$ cat src/rtl/booth_seq_multiplier.sv
// Sequential radix-4 Booth multiplier, 32x32 -> 64, signed or unsigned, one Booth digit per cycle.
// Optional early termination is enabled by defining BOOTH_MUL_EARLY_TERM_EN.

module booth_digit_sel (
  input  logic [2:0] triple_i,
  output logic       neg_o,
  output logic       one_o,
  output logic       two_o
);
  always_comb begin
    neg_o = 1'b0;
    one_o = 1'b0;
    two_o = 1'b0;
    case (triple_i)
      3'b001, 3'b010: one_o = 1'b1;
      3'b011:         two_o = 1'b1;
      3'b100:         begin two_o = 1'b1; neg_o = 1'b1; end
      3'b101, 3'b110: begin one_o = 1'b1; neg_o = 1'b1; end
      default:        ;
    endcase
  end
endmodule

module booth_seq_multiplier (
  input  logic        clk,
  input  logic        rst_n,
  input  logic        in_valid,
  output logic        in_ready,
  input  logic [31:0] Multiplicand,
  input  logic [31:0] Multiplier,
  input  logic        Sign,
  output logic        out_valid,
  input  logic        out_ready,
  output logic [63:0] Product,
  output logic        busy
);
  typedef enum logic [1:0] {IDLE, CALC, DONE} state_t;

  state_t      state_q, state_d;
  logic [65:0] a_q, a_d;       // multiplicand extended to accumulator width
  logic [34:0] mx_q, mx_d;     // {m[33:0], m[-1]}; bit i holds m[i-1]
  logic        sign_q, sign_d;
  logic [65:0] acc_q, acc_d;
  logic [4:0]  k_q, k_d;
  logic [63:0] prod_q, prod_d;

  logic [65:0] a_ext;
  logic [34:0] mx_in;
  logic [2:0]  triple;
  logic        dg_neg, dg_one, dg_two;
  logic [65:0] mult, addend, acc_sum;
  logic [4:0]  k_last;
  logic        et_accept, et_calc;

  assign a_ext  = Sign ? {{34{Multiplicand[31]}}, Multiplicand} : {34'd0, Multiplicand};
  assign mx_in  = Sign ? {{2{Multiplier[31]}}, Multiplier, 1'b0} : {2'b00, Multiplier, 1'b0};
  assign k_last = sign_q ? 5'd15 : 5'd16;
  assign triple = mx_q[{k_q, 1'b0} +: 3];

  booth_digit_sel u_sel (
    .triple_i (triple),
    .neg_o    (dg_neg),
    .one_o    (dg_one),
    .two_o    (dg_two)
  );

  // Negate before shifting so the two's complement addend stays exact mod 2^66.
  always_comb begin
    mult = 66'd0;
    if (dg_two)      mult = a_q << 1;
    else if (dg_one) mult = a_q;
    addend  = (dg_neg ? (~mult + 66'd1) : mult) << {k_q, 1'b0};
    acc_sum = acc_q + addend;
  end

`ifdef BOOTH_MUL_EARLY_TERM_EN
  logic signed [34:0] rem_s;
  // Remaining bits m[33:2k+1] after this digit; arithmetic shift keeps them padded with m[33].
  assign rem_s     = $signed(mx_q) >>> ({1'b0, k_q, 1'b0} + 7'd2);
  assign et_calc   = (rem_s == '0) || (rem_s == '1);
  assign et_accept = (mx_in == '0) || (mx_in == '1);
`else
  assign et_calc   = 1'b0;
  assign et_accept = 1'b0;
`endif

  always_comb begin
    state_d = state_q;
    a_d     = a_q;
    mx_d    = mx_q;
    sign_d  = sign_q;
    acc_d   = acc_q;
    k_d     = k_q;
    prod_d  = prod_q;
    case (state_q)
      IDLE: begin
        if (in_valid) begin
          a_d     = a_ext;
          mx_d    = mx_in;
          sign_d  = Sign;
          acc_d   = 66'd0;
          k_d     = 5'd0;
          state_d = CALC;
          if (et_accept) begin
            prod_d  = 64'd0;
            state_d = DONE;
          end
        end
      end
      CALC: begin
        acc_d = acc_sum;
        k_d   = k_q + 5'd1;
        if ((k_q == k_last) || et_calc) begin
          prod_d  = acc_sum[63:0];
          state_d = DONE;
        end
      end
      DONE: begin
        if (out_ready) state_d = IDLE;
      end
      default: state_d = IDLE;
    endcase
  end

  always_ff @(posedge clk or negedge rst_n) begin
    if (!rst_n) begin
      state_q <= IDLE;
      a_q     <= 66'd0;
      mx_q    <= 35'd0;
      sign_q  <= 1'b0;
      acc_q   <= 66'd0;
      k_q     <= 5'd0;
      prod_q  <= 64'd0;
    end else begin
      state_q <= state_d;
      a_q     <= a_d;
      mx_q    <= mx_d;
      sign_q  <= sign_d;
      acc_q   <= acc_d;
      k_q     <= k_d;
      prod_q  <= prod_d;
    end
  end

  assign in_ready  = (state_q == IDLE);
  assign out_valid = (state_q == DONE);
  assign busy      = (state_q != IDLE);
  assign Product   = prod_q;
endmodule

$ cat config.mk
export PLATFORM = sky130hd
export DESIGN_NAME = booth_seq_multiplier
export DESIGN_NICKNAME = d
export VERILOG_FILES = /design/src/rtl/booth_seq_multiplier.sv
export SDC_FILE = /design/constraint.sdc
export NUM_CORES = 1
export LEC_CHECK = 0
export ABC_AREA = 1
export BUFFER_PORTS_ARGS = -buffer_cell sky130_fd_sc_hd__buf_2
export CORE_MARGIN = 5
export CORE_UTILIZATION = 35
export DETAILED_ROUTE_END_ITERATION = 6
export GPL_TIMING_DRIVEN = 0
export SYNTH_ARGS = -nofsm -noshare
export SYNTH_HDL_FRONTEND = slang
export SYNTH_SLANG_ARGS = --single-unit
$ cat constraint.sdc
create_clock -name clk -period 9.46 [get_ports clk]
set_input_delay 2.365 -clock clk [delete_from_list [all_inputs] [get_ports clk]]
set_output_delay 2.365 -clock clk [all_outputs]
set_load 0.05 [all_outputs]
# After elaboration in Yosys (flattened, before gate mapping)
# Cells that the tools add are included.
[word_totals] register_bits=239 input_bits=69 out_inout_bits=67 elab_cells=52
[op_classes] add_sub_neg=3 eq_ne=12 shift=2 mux=17 bitwise_logic=1 n_reduce_logical=10
[op_table] cell="66-bit two-way mux" n=5
[op_table] cell="66-bit one-hot mux with 2 select lines" n=1
[op_table] cell="66-bit by 1-bit adder with 66-bit output (second input constant)" n=1
[op_table] cell="66-bit adder" n=1
[op_table] cell="66-bit NOT" n=1
[op_table] cell="66-bit by 6-bit << shifter with 66-bit output" n=1
[op_table] cell="35-bit two-way mux" n=1
[op_table] cell="35-bit by 7-bit variable part select with 3-bit output" n=1
[op_table] cell="5-bit two-way mux" n=2
[op_table] cell="5-bit one-hot mux with 2 select lines" n=1
[op_table] cell="3-bit == test (second input constant)" n=3
[op_table] cell="3-bit by 2-bit == test with 1-bit output (second input constant)" n=2
[op_table] cell="2-bit two-way mux" n=3
[op_table] cell="2-bit one-hot mux with 3 select lines" n=1
[op_table] cell="2-bit AND reduction" n=3
[op_table] cell="5-bit by 1-bit adder with 5-bit output (second input constant)" n=1
[op_table] cell="5-bit == test" n=1
[op_table] cell="2-bit inequality test (second input constant)" n=2
[op_table] cell="2-bit nonzero test" n=2
[op_table] cell="4-bit OR reduction" n=1
[op_table] cell="3-bit by 1-bit == test with 1-bit output (second input constant)" n=1
[op_table] cell="1-bit two-way mux" n=3
[op_table] cell="3-bit AND reduction" n=1
[op_table] cell="3-bit OR reduction" n=1
[op_table] cell="other kinds (5)" n=5

# Logic depth before layout (Yosys ltp)
# Gate-level depths: netlist of the first run.
[logic_depth] ltp_word=12 mapped_depth=57 depth_no_buf=54

# Cells and area by module
# From an unflattened synthesis of the first run, not the netlist that was laid out.
[unflattened] hier_cells=2524 hier_area_um2=16263.1
[by_module_without_submodules] mod="booth_seq_multiplier" n_inst=1 cells_per_inst=2512 area_each_um2=16180.5 seq_area_each_um2=5054.8
[by_module_without_submodules] mod="booth_digit_sel" n_inst=1 cells_per_inst=12 area_each_um2=82.6 seq_area_each_um2=0.0

# Worst setup path after synthesis of the first run
# Ideal clock, no wire load.
[synth_timing] path_kind="register to register" start="register k_q[0]" end="register prod_q[60] (netlist: Product[60])" setup_ps=136 arrival_ps=6611 required_time_ps=9324 path_slack_ps=2713 stages_incl_launch_ff=46 path_buffers=4 synth_period_minus_slack_ps=6747 path_cell_list="dfrtp_1 > inv_2 > clkbuf_1 > clkbuf_1 > clkbuf_1 > o21ai_0 > nand2_1 > o21ai_0 > a211oi_1 > nor2_1 > a31oi_1 > inv_1 > ha_1 > o31ai_1 > inv_2 > buf_2 > nand2_1 > xor2_1 > [... 10 more ...] > nand2_1 > nor3_1 > a21oi_1 > o21ai_0 > nand2_1 > nand2_1 > nand2_1 > nand2_1 > nand2_1 > nand2_1 > nand2_1 > nand2_1 > a21oi_1 > o31ai_1 > nand3_1 > o21ai_0 > xor2_1 > o21ai_0"
[synth_between] elab_chain_cells=11 word_cells_on_any_way=22 classes_between="add/sub: 2; eq/ne: 7; shift: 2; mux: 6; bitwise: 1; reduce/logical: 4"
[synth_rtl] item="start, declared" line="44" text="logic [4:0] k_q, k_d;"
[synth_rtl] item="start signal, assigned" line="140" text="k_q <= k_d;"
[synth_rtl] item="35-bit by 7-bit variable part select with 3-bit output" line="58" text="assign triple = mx_q[{k_q, 1'b0} +: 3];"
[synth_rtl] item="3-bit by 1-bit == test with 1-bit output, or another cell as far along" line="14" text="case (triple_i)"
[synth_rtl] item="4-bit OR reduction (no source line)"
[synth_rtl] item="1-bit two-way mux" line="14"
[synth_rtl] item="66-bit two-way mux" line="71" text="else if (dg_one) mult = a_q;"
[synth_rtl] item="66-bit two-way mux" line="70" text="if (dg_two) mult = a_q << 1;"
[synth_rtl] item="66-bit NOT" line="72" text="addend = (dg_neg ? (~mult + 66'd1) : mult) << {k_q, 1'b0};"
[synth_rtl] item="66-bit by 1-bit adder with 66-bit output" line="72"
[synth_rtl] item="66-bit two-way mux" line="72"
[synth_rtl] item="66-bit by 6-bit << shifter with 66-bit output" line="72"
[synth_rtl] item="66-bit adder" line="73" text="acc_sum = acc_q + addend;"
[synth_rtl] item="end signal, assigned" line="141" text="prod_q <= prod_d;"
[synth_rtl] item="end, declared" line="45" text="logic [63:0] prod_q, prod_d;"
# Several ways; a longest one is shown, not always the timed one.
# A chain may end at the register's enable or synchronous reset.

# Final worst setup path of the first run
[layout_timing] start="register k_q[1]" end="register acc_q[58]"
[layout_between] elab_chain_cells=12 word_cells_on_any_way=21 classes_between="add/sub: 2; eq/ne: 6; shift: 2; mux: 7; bitwise: 1; reduce/logical: 3"
[layout_rtl] item="35-bit by 7-bit variable part select with 3-bit output" line="58"
[layout_rtl] item="3-bit by 1-bit == test with 1-bit output, or another cell as far along" line="14"
[layout_rtl] item="4-bit OR reduction (no source line)"
[layout_rtl] item="1-bit two-way mux" line="14"
[layout_rtl] item="66-bit two-way mux" line="71"
[layout_rtl] item="66-bit two-way mux" line="70"
[layout_rtl] item="66-bit NOT" line="72"
[layout_rtl] item="66-bit by 1-bit adder with 66-bit output" line="72"
[layout_rtl] item="66-bit two-way mux" line="72"
[layout_rtl] item="66-bit by 6-bit << shifter with 66-bit output (*)" line="72"
[layout_rtl] item="66-bit adder (*)" line="73"
[layout_rtl] item="66-bit one-hot mux with 2 select lines (*)" line="95" text="case (state_q)"
[layout_rtl] item="end signal, assigned" line="131" text="acc_q <= 66'd0;"
[layout_rtl] item="end signal, assigned" line="139" text="acc_q <= acc_d;"
[layout_rtl] item="end, declared" line="43" text="logic [65:0] acc_q, acc_d;"
# Every way passes the cells marked *; elsewhere a longest branch is shown, timed or not.

==> flow_summary.json, run 1 <==
{
  "outcome": "finished clean",
  "start_util": 0.3530,
  "cts_setup_buffers": 0,
  "seq_area_frac_synth": 0.3162,
  "wl_mm": 62.01,
  "cp_slowest_stage_delay_ns": 0.77,
  "grt_max_degree": 104,
  "io_buffers": 135,
  "routed_via_density": 5.352,
  "cap_violations": 0,
  "fin_skew_ns": 0.02972,
  "grt_pass1_vias": 16620,
  "endpoint_kind": "flip-flop",
  "crit_path_frequent_cell": "nand2_1",
  "cts_buffer_depth": 3,
  "period_share": 0.9382,
  "worstMarginPinSlew_ns": 1.003,
  "num_io_pins": 136,
  "grt_first_pass_wirelength_mm": 96.43,
  "hold_class": "reg -> reg",
  "drc": 0,
  "synth_area_leaders": "dfrtp_1 (32%), nand2_1 (18%), nand3_1 (8.5%), o21ai_0 (7.0%), ha_1 (5.5%)",
  "clk_latency_ns": 0.56,
  "post-synth-top-count-cell": "nand2_1",
  "arrival_ns": 9.31,
  "hold_slack_ns": 0.4750,
  "post-route-min-period_ns": 8.876,
  "cts_inserted_buffers": 24,
  "syn_area_per_cell_um2": 6.537,
  "final.fill_count": 4954,
  "cts_tree": "done",
  "synth_nets": 2585,
  "setup_viol": 0,
  "yosys_most_used_dff": "dfrtp_1",
  "hold_viol": 0,
  "postPlaceCellArea_um2": 17450,
  "clk_pin_slew_ns": 0.06,
  "synth_area_um2": 15980,
  "yosys-top-cells-count": "nand2_1 (773), nand3_1 (272), o21ai_0 (224)",
  "synth-seq-cells": 202,
  "die_w_um": 223.7,
  "post_drt_wl_per_cell_um": 19.24,
  "holdBufCountCts": 0,
  "crit_type": "reg -> reg",
  "slew_headroom": 0.3263,
  "die_y_um": 223.7,
  "grt_antenna_before_repair": 0,
  "crit_slowest_cell": "nor3_1",
  "clock_sinks": 202,
  "core_um2": 45280,
  "path_max_fanout": 10,
  "synth_edf_count": 0,
  "synth_top_area_frac": 0.3162,
  "grtUsageTotal": 0.2424,
  "cts_repair_resize_count": 4,
  "fin_tns_setup_ns": 0,
  "postLayoutCellArea_um2": 18320,
  "yosysTopAreaCell": "dfrtp_1",
  "drive_above_1_share": 0.1106,
  "final_max_slew_viol_count": 0,
  "rsz0062_at_grt": "false",
  "area_delta_synth_final_pct": 14.61,
  "required_ns": 9.89,
  "root_buffer": "clkbuf_16",
  "h-tree-depth": 1,
  "gp_congestion": 0.9942,
  "fin_nets": 2746,
  "grt-ovfl-total": 0,
  "std_cell_rows": 78,
  "yosysUniqueCellTypes": 54,
  "vias": 17250,
  "drt_iter0_drc": 1656,
  "antenna_left": 0,
  "yosysWarnings": 0,
  "async_flop_share": 1.000,
  "drtPass1Iterations": 5,
  "synth_cells": 2445,
  "hpwl_mm": 50.94,
  "critPathLaunchType": "flip-flop",
  "die_area_um2": 50040,
  "fmax_mhz": 112.7
}
per-layer routing:
metal  wire (um)  GRT usage
met1       29110     0.3541
met2       26250     0.3660
met3        5312    0.05700
met4        1345    0.05395
met5           0          0
state kept, by name, summed over array words and instances (netlist names):
| register | cells |
|---|---|
| Product | 64 |
| acc_q | 64 |
| a_q | 33 |
| mx_q | 33 |
| k_q | 5 |
| state_q | 2 |
| sign_q | 1 |
layout make-up:
cell class                      count  area [um2]  share of cell area
Multi-Input combinational cell   1904        9613              0.5247
Sequential cell                   202        5055              0.2759
Inverter                          228       855.8             0.04671
Tap cell                          600       750.7             0.04098
Timing Repair Buffer              136       713.2             0.03893
Clock buffer                       31       666.9             0.03640
Buffer                            110       511.7             0.02793
Clock inverter                     11       151.4            0.008264
Antenna cell                        1       2.502           0.0001366
stage by stage:
step	std cells	setup slack, ns	util
3_5_place_dp	3181	-0.4330	0.3854
5_1_grt	3222	0.02759	0.4045
2_1_floorplan	2445	2.713	-
6_report	3223	0.5845	0.4046
4_1_cts	3223	0.03379	0.4037
3_3_place_gp	3180	-0.8671	0.3845
worst max-delay path: cells and delay by family (launching register included):
family	cells	cell delay [ns]
flip-flops	1	0.44
AND/OR/NAND/NOR	18	2.64
XOR/XNOR	2	0.39
adder cells (fa/ha/maj)	3	0.96
buffers and inverters	5	1.23
AO/OA/AOI/OAI	13	3.10
final timing paths:
check                                     start                       to  slack, ns  cells after the start
setup / recovery             k_q[1]$_DFFE_PN0P_    acc_q[58]$_DFFE_PN0P_       0.58                     41
hold / removal             mx_q[27]$_DFFE_PN0P_     mx_q[27]$_DFFE_PN0P_       0.47                      2
setup reg to reg             k_q[1]$_DFFE_PN0P_    acc_q[58]$_DFFE_PN0P_       0.58                     41
hold reg to reg            mx_q[27]$_DFFE_PN0P_     mx_q[27]$_DFFE_PN0P_       0.47                      2
max in group asynchronous                 rst_n  Product[14]$_DFFE_PN0P_       6.67                      2
min in group asynchronous                 rst_n      a_q[21]$_DFFE_PN0P_       1.79                      1
layout by cell type, fill, tap and decap left out, drive strengths merged, types with 2 or more instances in the layout:
cell and n:
clkbuf 95, bufinv 3, xnor2 32, a221oi 2
nand2 787, a21boi 5, dfrtp 202, o21ai 266
buf 182, o221ai 2, ha 70, a21oi 115
or2 14, nand3b 5, o21a 6, o22ai 8
inv 229, a31oi 34, o31ai 3, clkinv 6
nor3 13, xor2 32, nor4 4, nand3 280
a22oi 6, nor2 188, a32o 5, a22o 4
o211ai 5, a211oi 2, nand4 9
kinds of logic (layout without fill, tap and decap cells):
kind of cell | Yosys count | in the layout | share of synthesized area
mux | 1 | 1 | 0.0006262
buf+inv | 339 | 516 | 0.08517
fa+ha+maj | 71 | 71 | 0.05605
compound gates | 468 | 468 | 0.1609
xor+xnor | 64 | 64 | 0.03507
other cells | 0 | 1 | 0
flops | 202 | 202 | 0.3162
simple gates | 1300 | 1300 | 0.3460
Power of run 1 is not shown: default switching activity piles up to over one toggle a cycle in this logic, so the estimate is an artifact.
==> run 2: changes to the inputs <==
- CTS_BUF_LIST: unset -> sky130_fd_sc_hd__clkbuf_4 sky130_fd_sc_hd__clkbuf_8
- PLACE_DENSITY: unset -> 0.54
==> run 2 against run 1 <==
Final cell count is 0.74% higher. Core utilization is 0.14 points higher. Clock skew is 0.00055 ns lower. Sequential share of layout area is 0.094 points lower. Hold slack better by 0.0018 ns. Highest routed layer unchanged. Critical endpoint is now Product[55]$_DFFE_PN0P_. Critical path type unchanged. Count of clock-buffer cells in the layout is 25 higher. The run now ends with design-rule violations left.
==> flow_summary.json, run 2 (synthesized netlist as in run 1, its figures left out) <==
{
  "fin_skew_ns": 0.02917,
  "start_util": 0.3530,
  "die_y_um": 223.7,
  "root_buffer": "clkbuf_8",
  "path_max_fanout": 15,
  "cp_slowest_stage_delay_ns": 0.63,
  "clk_pin_slew_ns": 0.06,
  "endpoint_kind": "flip-flop",
  "hpwl_mm": 52.46,
  "rr_endpoint": "Product[55]$_DFFE_PN0P_",
  "min_from": "mx_q[13]$_DFFE_PN0P_",
  "grtUsageTotal": 0.2528,
  "worstMarginPinSlew_ns": 0.9174,
  "cap_violations": 0,
  "die_w_um": 223.7,
  "vias": 17420,
  "required_ns": 9.92,
  "antenna_left": 0,
  "die_area_um2": 50040,
  "fin_nets": 2761,
  "grt_pass1_vias": 16780,
  "cts_repair_resize_count": 5,
  "rsz0062_at_grt": "false",
  "cts_tree": "done",
  "grtUsageMet1": 0.3796,
  "min_to": "mx_q[13]$_DFFE_PN0P_",
  "post_drt_wl_per_cell_um": 19.87,
  "outcome": "complete, but fails checks",
  "io_buffers": 135,
  "final.fill_count": 4952,
  "hold_class": "reg -> reg",
  "layout_common_cells": "nand2_1 (773), nand3_1 (272), o21ai_0 (222)",
  "critPathLaunchType": "flip-flop",
  "drtPass1Iterations": 7,
  "r2r_start": "k_q[0]$_DFFE_PN0P_",
  "rrSetupSlack_ns": 0.52,
  "final_common_cell": "nand2_1",
  "hold-path-cell-count": 2,
  "arrival_ns": 9.41,
  "slew_headroom": 0.3884,
  "grt_first_pass_wirelength_mm": 99.95,
  "period_share": 0.9453,
  "clk_latency_ns": 0.60,
  "critPathBufInv": 7,
  "crit_type": "reg -> reg",
  "met2_usage": 0.3799,
  "post-route-min-period_ns": 8.942,
  "area_delta_synth_final_pct": 15.01,
  "num_io_pins": 136,
  "cts_inserted_buffers": 39,
  "grt.busiest_layer": "met2",
  "hold_viol": 0,
  "antenna_cells": 0,
  "grt_antenna_before_repair": 0,
  "cts_buffer_depth": 3,
  "drt_iter0_drc": 1622,
  "routed_via_density": 5.363,
  "fmax_mhz": 111.8,
  "grt-ovfl-total": 0,
  "setup_viol": 0,
  "grt_max_degree": 104,
  "gp_congestion": 1.033,
  "h-tree-depth": 2,
  "fin_tns_setup_ns": 0,
  "rr_worst_depth": 47,
  "crit_slowest_cell": "a21oi_1",
  "drive_above_1_share": 0.1198,
  "holdBufCountCts": 0,
  "drc": 9,
  "std_cell_rows": 78,
  "crit_path_frequent_cell": "nand2_1",
  "cts_setup_buffers": 0,
  "multi_input_area_um2": 9612,
  "violations": "design-rule violations",
  "wl_mm": 64.53,
  "core_um2": 45280,
  "ff_latch_area_um2": 5055,
  "cpLargestDelayFamily": "simple AND/OR/NAND/NOR gates",
  "clock_sinks": 202,
  "final_max_slew_viol_count": 0,
  "met3_usage": 0.04469
}
[run 2: changes by cell type in the layout (fill, tap and decap cells not counted), moves of 2 or more]
cell	change
clkbuf_8	+45
clkbuf_16	-24
clkbuf_4	+7
clkbuf_1	-2
clkinv_2	+2
o21ai_0	-2
o21ai_1	+2
[run 2: final cells by class]
type                       count  area share
tap                          600     0.04084
clock buffer                  56     0.03955
clock inverter                11    0.008576
sequential                   202      0.2750
buffer                       110     0.02784
multi-input combinational   1904      0.5229
timing repair buffer         136     0.03880
inverter                     228     0.04656
[run 2: stage by stage]
| stage | cell area [um2] | hold slack, ns | cells | util | worst slack (ns) |
|---|---|---|---|---|---|
| 3_5_place_dp | 17450 | 0.4635 | 3181 | 0.3854 | -0.5297 |
| 2_1_floorplan | 15980 | 0.4436 | 2445 | - | 2.713 |
| 3_3_place_gp | 17410 | 0.4607 | 3180 | 0.3845 | -1.027 |
| 5_1_grt | 18380 | 0.5002 | 3247 | 0.4059 | 0.01445 |
| 4_1_cts | 18350 | 0.4799 | 3247 | 0.4052 | 0.1006 |
| 6_report | 18380 | 0.4768 | 3247 | 0.4059 | 0.5177 |
[run 2: routing by layer]
layer	up-vias	wire [um]
li1	8386	-
met1	8279	30970
met2	643	27160
met3	107	5054
met4	0	1342
met5	-	0
[run 2: how the worst max path moves through the flow]
stage	from	endpoint	cells after the start
finish	k_q[0]$_DFFE_PN0P_	Product[55]$_DFFE_PN0P_	47
global route	k_q[0]$_DFFE_PN0P_	Product[58]$_DFFE_PN0P_	46
CTS	k_q[0]$_DFFE_PN0P_	Product[58]$_DFFE_PN0P_	46
detailed placement	k_q[0]$_DFFE_PN0P_	acc_q[58]$_DFFE_PN0P_	37
global placement	k_q[0]$_DFFE_PN0P_	Product[58]$_DFFE_PN0P_	37
floorplan	k_q[0]$_DFFE_PN0P_	Product[60]$_DFFE_PN0P_	45
[run 2: worst min-delay path, stage by stage (launching register included)]
cell     delay, ns
dfrtp_1       0.34
nand2_1       0.05
nand2_1       0.05
Power of run 2 is left out for the same reason.
==> run 3: changes to the inputs <==
- BUFFER_PORTS_ARGS: -buffer_cell sky130_fd_sc_hd__buf_2 -> -buffer_cell sky130_fd_sc_hd__buf_4
==> run 3 against run 2 <==
The flow now finishes without violations. Fmax increased by 0.81%. Count of clock-buffer cells in the layout unchanged. Final area is 1.7% higher. First-iteration DRC count fell by 3.5%. Clock skew shrank 0.0067 ns. Global-route usage grew 0.97 points. Critical path type unchanged.
==> flow_summary.json, run 3 (synthesized netlist as in run 1, its figures left out) <==
{
  "outcome": "finished clean",
  "gp_congestion": 0.9858,
  "root_buffer": "clkbuf_8",
  "clk_latency_ns": 0.61,
  "hold_class": "reg -> reg",
  "period_share": 0.9376,
  "cts_setup_buffers": 0,
  "post_drt_wl_per_cell_um": 20.58,
  "final_max_slew_viol_count": 0,
  "grt-ovfl-total": 0,
  "final.fill_count": 4942,
  "post-route-min-period_ns": 8.870,
  "cts_inserted_buffers": 38,
  "multi_input_area_um2": 9620,
  "layout_common_cells": "nand2_1 (773), nand3_1 (272), o21ai_0 (221)",
  "h-tree-depth": 2,
  "slew_headroom": 0.3678,
  "vias": 17120,
  "die_area_um2": 50040,
  "hold_viol": 0,
  "cp_slowest_stage_delay_ns": 0.62,
  "rsz0062_at_grt": "false",
  "die_w_um": 223.7,
  "cts_buffer_depth": 3,
  "required_ns": 9.91,
  "antenna_left": 0,
  "fin_nets": 2760,
  "grt_antenna_before_repair": 1,
  "fin_tns_setup_ns": 0,
  "crit_slowest_cell": "o31ai_2",
  "endpoint_kind": "flip-flop",
  "clk_pin_slew_ns": 0.06,
  "area_delta_synth_final_pct": 17.00,
  "crit_type": "reg -> reg",
  "drt_iter0_drc": 1566,
  "grt_first_pass_wirelength_mm": 101.7,
  "ff_latch_area_um2": 5055,
  "cap_violations": 0,
  "arrival_ns": 9.32,
  "path_max_fanout": 10,
  "die_y_um": 223.7,
  "grt_pass1_vias": 16760,
  "routed_via_density": 5.273,
  "drtPass1Iterations": 5,
  "critPathLaunchType": "flip-flop",
  "std_cell_rows": 78,
  "wl_mm": 66.82,
  "grt_max_degree": 112,
  "setup_viol": 0,
  "antenna_cells": 0,
  "drive_above_1_share": 0.1216,
  "crit_path_frequent_cell": "o21ai_0",
  "num_io_pins": 136,
  "drc": 0,
  "start_util": 0.3530,
  "hpwl_mm": 55.50,
  "core_um2": 45280,
  "io_buffers": 135,
  "fmax_mhz": 112.7,
  "grtUsageTotal": 0.2625,
  "clock_sinks": 202,
  "fin_skew_ns": 0.02245,
  "worstMarginPinSlew_ns": 0.9483,
  "final_common_cell": "nand2_1",
  "cts_tree": "done"
}
## run 3: layer usage
layer,vias up,wire [um],track usage
met2,533,27490,0.3880
li1,8409,-,-
met4,2,1514,0.06146
met1,8090,32110,0.3827
met5,-,13,0
met3,86,5684,0.07247
## run 3: worst max-delay path: cells and delay by family, from the launching register on
kind | cells | cell delay, ns
AOI/OAI and AO/OA | 17 | 4.51
xor gates and xnor gates | 1 | 0.29
adders and majority gates | 2 | 0.59
buffers and inverters | 11 | 1.94
DFF | 1 | 0.51
and+or+nand+nor | 6 | 0.85
## run 3: final cells by class
class,instances,share of cell area
repair buffers,137,0.05647
clock buffers,56,0.03787
clock inverters,11,0.007426
plain buffers,109,0.02750
multi-input cells,1904,0.5144
well taps,600,0.04014
flip-flops and latches,202,0.2703
inverters,228,0.04590
## run 3: stage by stage
step | hold slack, ns | cells | cell area (um2) | util | worst slack (ns)
global route | 0.5002 | 3247 | 18700 | 0.4130 | 0.04637
CTS | 0.4848 | 3247 | 18640 | 0.4117 | 0.02701
floorplan | 0.4436 | 2445 | 15980 | - | 2.713
global placement | 0.4658 | 3180 | 17750 | 0.3919 | -1.458
finish | 0.4816 | 3247 | 18700 | 0.4130 | 0.5899
detailed placement | 0.4691 | 3182 | 17800 | 0.3930 | -0.7165
## run 3: worst paths after layout
check,endpoint,depth (start not counted),slack (ns),start
setup / recovery,Product[58]$_DFFE_PN0P_,37,0.59,k_q[0]$_DFFE_PN0P_
hold / removal,mx_q[21]$_DFFE_PN0P_,2,0.48,mx_q[21]$_DFFE_PN0P_
setup reg to reg,Product[58]$_DFFE_PN0P_,37,0.59,k_q[0]$_DFFE_PN0P_
hold reg to reg,mx_q[21]$_DFFE_PN0P_,2,0.48,mx_q[21]$_DFFE_PN0P_
max in group asynchronous,acc_q[59]$_DFFE_PN0P_,2,6.63,rst_n
min in group asynchronous,a_q[16]$_DFFE_PN0P_,1,1.76,rst_n
## run 3: what timing repair did
action,in CTS,in global routing
hold endpoints to repair,0,0
pin swaps,0,0
setup endpoints to repair,51,47
gates resized for setup,5,24
hold buffers,0,0
Power of run 3 is left out for the same reason.
